--- src/rtl/dmem_access_ctrl.sv ---
// dmem_access_ctrl
//   Sequences the data-memory access of the instruction sitting in the MEM
//   stage. One request is issued per aligned load/store. The pipeline is
//   stalled until the access completes. Store data is lane-replicated with
//   matching byte enables. Load data is extracted, extended and registered
//   for WB. Misaligned accesses are dropped and flagged. Accesses that never
//   complete are aborted after TIMEOUT_CYCLES.
//
// Ports
//   clk, rst          clock, synchronous active-high reset
//   memwrite_m        MEM-stage store (wins over memread_m)
//   memread_m         MEM-stage load
//   addr_m            byte address
//   wdata_m           store data (rs2)
//   load_sel_m        00 word, 01 half, 10 byte, 11 word
//   load_uns_m        1 = zero-extend loads
//   store_sel_m       one-hot 001 SB, 010 SH, 100 SW
//   dmem_req/we/addr/be/wdata   request to memory
//   dmem_gnt          memory accepts the request this cycle
//   dmem_rvalid/rdata response (read data or write ack)
//   stall_o           freeze IF..MEM
//   load_data_w       extended load result (registered)
//   load_valid_w      one-cycle pulse alongside load_data_w
//   misalign_err      one-cycle pulse for a dropped misaligned access
//   timeout_err       sticky until reset
//   state_dbg         current FSM state for observation
//
// Handshake: a request is transferred on a cycle where dmem_req and dmem_gnt
// are both high; dmem_req and every dmem_* field stay constant from the first
// REQ cycle until that transfer. Exactly one response is expected afterwards,
// and dmem_rvalid is only honoured while waiting for it (RESP); a pulse at any
// other time is ignored.
module dmem_access_ctrl #(
  parameter int TIMEOUT_CYCLES = 16,
  parameter int CNT_W          = 5
) (
  input  logic        clk,
  input  logic        rst,
  input  logic        memwrite_m,
  input  logic        memread_m,
  input  logic [31:0] addr_m,
  input  logic [31:0] wdata_m,
  input  logic [1:0]  load_sel_m,
  input  logic        load_uns_m,
  input  logic [2:0]  store_sel_m,
  output logic        dmem_req,
  output logic        dmem_we,
  output logic [31:0] dmem_addr,
  output logic [3:0]  dmem_be,
  output logic [31:0] dmem_wdata,
  input  logic        dmem_gnt,
  input  logic        dmem_rvalid,
  input  logic [31:0] dmem_rdata,
  output logic        stall_o,
  output logic [31:0] load_data_w,
  output logic        load_valid_w,
  output logic        misalign_err,
  output logic        timeout_err,
  output logic [1:0]  state_dbg
);

  typedef enum logic [1:0] {IDLE, REQ, RESP, DONE} state_t;

  state_t           state, state_nxt;
  logic [CNT_W-1:0] cnt;
  logic [1:0]       off_q;
  logic [1:0]       lsel_q;
  logic             luns_q;

  logic             acc;
  logic             size_byte;
  logic             size_half;
  logic             misaligned;
  logic             start;
  logic [3:0]       be_nxt;
  logic [31:0]      wdata_nxt;
  logic             tmo_hit;
  logic             abort;
  logic [7:0]       rd_byte;
  logic [15:0]      rd_half;
  logic [31:0]      ext_data;

  // Request decode and lane generation from the live MEM-stage inputs.
  always_comb begin
    acc       = memread_m | memwrite_m;
    size_byte = 1'b0;
    size_half = 1'b0;
    if (memwrite_m) begin
      size_byte = (store_sel_m == 3'b001);
      size_half = (store_sel_m == 3'b010);
    end else begin
      size_byte = (load_sel_m == 2'b10);
      size_half = (load_sel_m == 2'b01);
    end

    if (size_byte)      misaligned = 1'b0;
    else if (size_half) misaligned = addr_m[0];
    else                misaligned = |addr_m[1:0];

    start = (state == IDLE) && acc && !misaligned;

    // Loads always read the full word; extraction happens on the response.
    be_nxt    = 4'b1111;
    wdata_nxt = wdata_m;
    if (memwrite_m && size_byte) begin
      be_nxt    = 4'b0001 << addr_m[1:0];
      wdata_nxt = {4{wdata_m[7:0]}};
    end else if (memwrite_m && size_half) begin
      be_nxt    = addr_m[1] ? 4'b1100 : 4'b0011;
      wdata_nxt = {2{wdata_m[15:0]}};
    end
  end

  // Load extraction uses the offset/size captured at request time, not the
  // MEM-stage inputs, which belong to the stalled instruction anyway but are
  // not relied upon here.
  always_comb begin
    rd_byte = dmem_rdata[{off_q, 3'b000} +: 8];
    rd_half = dmem_rdata[{off_q[1], 4'b0000} +: 16];
    case (lsel_q)
      2'b10:   ext_data = {{24{~luns_q & rd_byte[7]}}, rd_byte};
      2'b01:   ext_data = {{16{~luns_q & rd_half[15]}}, rd_half};
      default: ext_data = dmem_rdata;
    endcase
  end

  // The counter holds the number of REQ/RESP cycles already completed, so the
  // last permitted cycle is the one where it equals TIMEOUT_CYCLES-1. A grant
  // or response in that cycle still wins over the abort.
  always_comb begin
    tmo_hit   = (cnt >= CNT_W'(TIMEOUT_CYCLES - 1));
    abort     = 1'b0;
    state_nxt = state;
    case (state)
      IDLE: if (start) state_nxt = REQ;
      REQ: begin
        if (dmem_gnt) begin
          state_nxt = RESP;
        end else if (tmo_hit) begin
          state_nxt = DONE;
          abort     = 1'b1;
        end
      end
      RESP: begin
        if (dmem_rvalid) begin
          state_nxt = DONE;
        end else if (tmo_hit) begin
          state_nxt = DONE;
          abort     = 1'b1;
        end
      end
      DONE:    state_nxt = IDLE;
      default: state_nxt = IDLE;
    endcase
  end

  always_ff @(posedge clk) begin
    if (rst) begin
      state       <= IDLE;
      cnt         <= '0;
      dmem_we     <= 1'b0;
      dmem_addr   <= '0;
      dmem_be     <= '0;
      dmem_wdata  <= '0;
      off_q       <= '0;
      lsel_q      <= '0;
      luns_q      <= 1'b0;
      load_data_w <= '0;
      timeout_err <= 1'b0;
    end else begin
      state <= state_nxt;
      if (start) begin
        cnt        <= '0;
        dmem_we    <= memwrite_m;
        dmem_addr  <= {addr_m[31:2], 2'b00};
        dmem_be    <= be_nxt;
        dmem_wdata <= wdata_nxt;
        off_q      <= addr_m[1:0];
        lsel_q     <= load_sel_m;
        luns_q     <= load_uns_m;
      end else if (state == REQ || state == RESP) begin
        cnt <= cnt + CNT_W'(1);
      end

      if (state == RESP && dmem_rvalid && !dmem_we)
        load_data_w <= ext_data;

      if (abort) begin
        timeout_err <= 1'b1;
        if (!dmem_we)
          load_data_w <= '0;
      end
    end
  end

  assign dmem_req     = (state == REQ);
  assign stall_o      = start || (state == REQ) || (state == RESP);
  assign load_valid_w = (state == DONE) && !dmem_we;
  assign misalign_err = (state == IDLE) && acc && misaligned;
  assign state_dbg    = state;

endmodule
--- config.mk ---
export PLATFORM = sky130hd
export DESIGN_NAME = dmem_access_ctrl
export DESIGN_NICKNAME = d
export VERILOG_FILES = /design/src/rtl/dmem_access_ctrl.sv
export SDC_FILE = /design/constraint.sdc
export NUM_CORES = 1
export LEC_CHECK = 0
export ABC_AREA = 1
export CORE_MARGIN = 4
export CORE_UTILIZATION = 39
export DETAILED_ROUTE_END_ITERATION = 16
export PLACE_DENSITY_LB_ADDON = 0.08
export SETUP_SLACK_MARGIN = 0.3
export SLEW_MARGIN = 20
export SYNTH_ARGS = -nofsm -noshare
export SYNTH_HDL_FRONTEND = slang
export SYNTH_SLANG_ARGS = --single-unit
--- constraint.sdc ---
create_clock -name clk -period 1.6 [get_ports clk]
set_input_delay 0.16 -clock clk [delete_from_list [all_inputs] [get_ports clk]]
set_output_delay 0.16 -clock clk [all_outputs]
set_load 0.02 [all_outputs]
==> qor.txt <==
FINAL LAYOUT
-------------------------------------------------------------------------------------------
Final Cell Area                                                                    9823 um2
Number of antenna diodes                                                                  0
Layout-stage area growth over the synthesis result                                   83.14%
Ratio of cells with drive above 1 in the final layout                                28.54%
Count of nets after finishing                                                          1190
Filler Cell Count                                                                      1108

FLOORPLAN
-------------------------------------------------------------------------------------------
Io pins                                                                                 216
Horizontal die dimension                                                           125.3 um
Row count                                                                                42
Area enclosed by the die boundary                                                 15690 um2
Area of the core                                                                  13350 um2
Die Height                                                                         125.3 um
Initial Utilization                                                                  40.19%

SETUP PATH
-------------------------------------------------------------------------------------------
Maximum fanout count along the critical path                                              8
Worst setup path class                                                         register to register
CP peak stage delay                                                                 0.39 ns
Crit-path slowest cell                                                              dfxtp_4
Worst Setup Start Kind                                                             register
Worst reg2reg path depth                                                                 10
Cells along the critical path                                                  inv_4 > ha_4 > o21ai_4 > inv_2 > nand2_4 > buf_12 > clkinv_8 > clkbuf_16 > nor2_2 > nor2_1
Endpoint class of the critical path                                                register
Data arrival time of the critical path                                              1.86 ns
Critical Path RT                                                                    1.86 ns

GLOBAL ROUTING
-------------------------------------------------------------------------------------------
First-pass GRT wire length                                                         27940 um
Number of antenna violations at the first check in global routing                         0
Maximum number of pins on one net before global-route repair                             56
Total global-route track usage                                                       21.53%
Gr ovfl total                                                                             0
Number of global-route vias before repair                                              5549

SYNTH
-------------------------------------------------------------------------------------------
Synth cell types                                                                         31
Number of warnings reported in the yosys synthesis log                                    0
Average size of a mapped cell                                                     6.598 um2
Most repeated cell in the gate-level netlist after synthesis                         nor2_1
Fraction of synthesis flops using an asynchronous set or reset pin                       0%
Library cell occupying the most area in the post-synthesis netlist                  dfxtp_1
EDFF count, synth                                                                         0
Most used DFF post-synth                                                            dfxtp_1
Synthesized instance count                                                              813
Sequential share of the synthesized area                                             41.80%
Area share of the leading cell type in the synthesized netlist                       41.80%
Synthesized area                                                                   5364 um2
Most used standard cells in the synthesized netlist                            nor2_1, nand2_1, dfxtp_1, o21ai_0, inv_1
Register bit total from synthesis                                                       112
Leading cell types by total area after synthesis                               dfxtp_1, nor2_1, nand2_1, o21ai_0, a21oi_1

POWER
-------------------------------------------------------------------------------------------
Psw                                                                                3.994 mW
Power per unit of standard cell area                                            1083 nW/um2
Fraction of power consumed by the clock network                                       22.7%
Fraction of power consumed by combinational cells                                     44.7%
Internal cell power                                                                6.646 mW
Leakage dissipation                                                                4.472 nW
Share of total power consumed by net switching                                       37.54%
Register share of total power                                                         32.6%
Maximum resistive drop on vdd                                                     0.7372 mV
Total chip power                                                                   10.64 mW

ROUTING
-------------------------------------------------------------------------------------------
Wire length per cell after detailed routing                                        16.21 um
First-pass detailed-route iteration total                                                 7
Via-to-Cell Ratio                                                                     5.006
Routed via count                                                                       6283
DRC violations left                                                                       0
Final antenna-violating net count                                                         0
Routed WL                                                                          20350 um
Number of design-rule violations left by the first detailed-router iteration            496

STATUS
-------------------------------------------------------------------------------------------
Result of the run                                                              finished, final reports clean

CTS
-------------------------------------------------------------------------------------------
Clock tree root buffer cell                                                       clkbuf_16
Clock slew at the register clock pins of the worst setup and hold paths             0.08 ns
Max clock buf depth                                                                       2
TritonCTS Buffers                                                                         9
Total number of clock tree sinks                                                        112
Later-pin clock latency in the skew report                                          0.36 ns
Clock tree from TritonCTS                                                             built
Maximum level of the CTS H-tree                                                           3

STA
-------------------------------------------------------------------------------------------
Worst-case clock skew                                                           0.008441 ns
Fin. max-slew vios                                                                        0
Final worst-path cycle share                                                         99.81%
Final Critical Period                                                              1.597 ns
Hold slack                                                                        0.2437 ns
Unrepaired setup endpoints after global routing                                        true
Smallest setup slack after layout                                               0.003094 ns
Max Freq                                                                          626.2 MHz
Max-Slew Margin vs Limit                                                             66.57%
Final-report setup violation count                                                        0
Hold violation count in the final report                                                  0
Slew of the pin with the lowest slew margin                                       0.5008 ns
Total negative slack for setup checks                                                  0 ns

PLACE
-------------------------------------------------------------------------------------------
Dpl hpwl                                                                           12550 um
Final weighted congestion of routability-driven global placement                     0.8727
IO buf count                                                                            213
Total cell area at the placement stage                                             8110 um2
Pre-CTS worst setup slack                                                        -0.3718 ns

JOB
-------------------------------------------------------------------------------------------
Max-Cap Viols                                                                             0

HOLD PATH
-------------------------------------------------------------------------------------------
WHS Path Cells                                                                            4
Classification of the worst-slack hold path                                    input pin to register

==> power by group through the flow <==
stage	Combinational (mW)	Sequential [mW]	Clock, mW
after detailed placement	3.57	3.43	0
after floorplan	1.69	3.82	0
after CTS	3.51	3.36	2.45
final	4.75	3.47	2.41
after global placement	3.55	3.42	0
after global routing	5.11	3.52	2.55
==> worst paths after layout <==
| kind | slack [ns] | startpoint | end |
|---|---|---|---|
| worst max-delay path | 0.003 | state_dbg[1] | dmem_addr[15] |
| worst min-delay path | 0.24 | load_sel_m[1] | lsel_q[1] |
| worst max register to register | 0.003 | state_dbg[1] | dmem_addr[15] |
| worst min register to register | 0.48 | dmem_addr[31] | dmem_addr[31] |
==> timing repair <==
action | in CTS | in global routing
endpoints found under the setup margin | 217 | 119
buffers inserted | 4 | 6
pin swaps | 25 | 26
hold buffers | 0 | 0
endpoints found under the hold margin | 0 | 0
gates resized for setup | 189 | 232
cloned | 3 | 22
==> area by class of cell <==
cell class                 count  area [um2]  area share, %
tap                          176       220.2          2.242
clock buffer                  10       239.0          2.433
multi-input combinational    587        3591          36.56
clock inverter                 6       72.57         0.7388
timing repair inverter         2       27.53         0.2802
timing repair buffer         295        3131          31.87
inverter                      67       285.3          2.904
sequential                   112        2257          22.98
==> placed cells by master, fill, tap and decap left out, types with 40 or more instances in the layout <==
cell type / n
nor2_1: 103
nand2_1: 136
o21ai_1: 49
buf_4: 40
inv_1: 55
dlygate4sd2_1: 100
a21oi_1: 47
clkdlybuf4s50_1: 101
nor2_4: 47
dfxtp_1: 104
==> registers in the layout, indices dropped and copies added, names as in the netlist <==
register     count
cnt              5
dmem_addr       30
dmem_be          4
dmem_wdata      32
dmem_we          1
load_data_w     32
lsel_q           2
luns_q           1
off_q            2
state_dbg        2
timeout_err      1
==> layer usage <==
metal	GRT usage, %	routed length, um	vias up
met5	0	0	-
met2	33.91	9530	261
met1	28.55	8782	2889
li1	-	-	3110
met3	6.908	1784	23
met4	5.995	248	0
==> kinds of logic after synthesis <==
family | after synthesis | synth area share [%]
compound gates | 161 | 15.21
buf+inv | 118 | 9.400
xor+xnor | 3 | 0.4899
simple gates | 410 | 31.16
fa+ha+maj | 8 | 1.866
other cells | 1 | 0.06991
flops | 112 | 41.80
==> stage by stage <==
step	utilization [%]	std cells
5_1_grt	73.59	1255
4_1_cts	64.24	1227
6_report	73.59	1255
3_3_place_gp	60.76	1204
3_5_place_dp	60.76	1204
2_1_floorplan	-	814
==> worst max-delay path, delay by kind of cell, from the launching register on <==
family | cells | cell delay (ns)
buffers and inverters | 5 | 0.62
AO/OA/AOI/OAI | 1 | 0.06
flip-flops | 1 | 0.39
AND/OR/NAND/NOR | 3 | 0.24
adder cells (fa/ha/maj) | 1 | 0.16
Note: power is estimated with default switching activity, not from simulation.
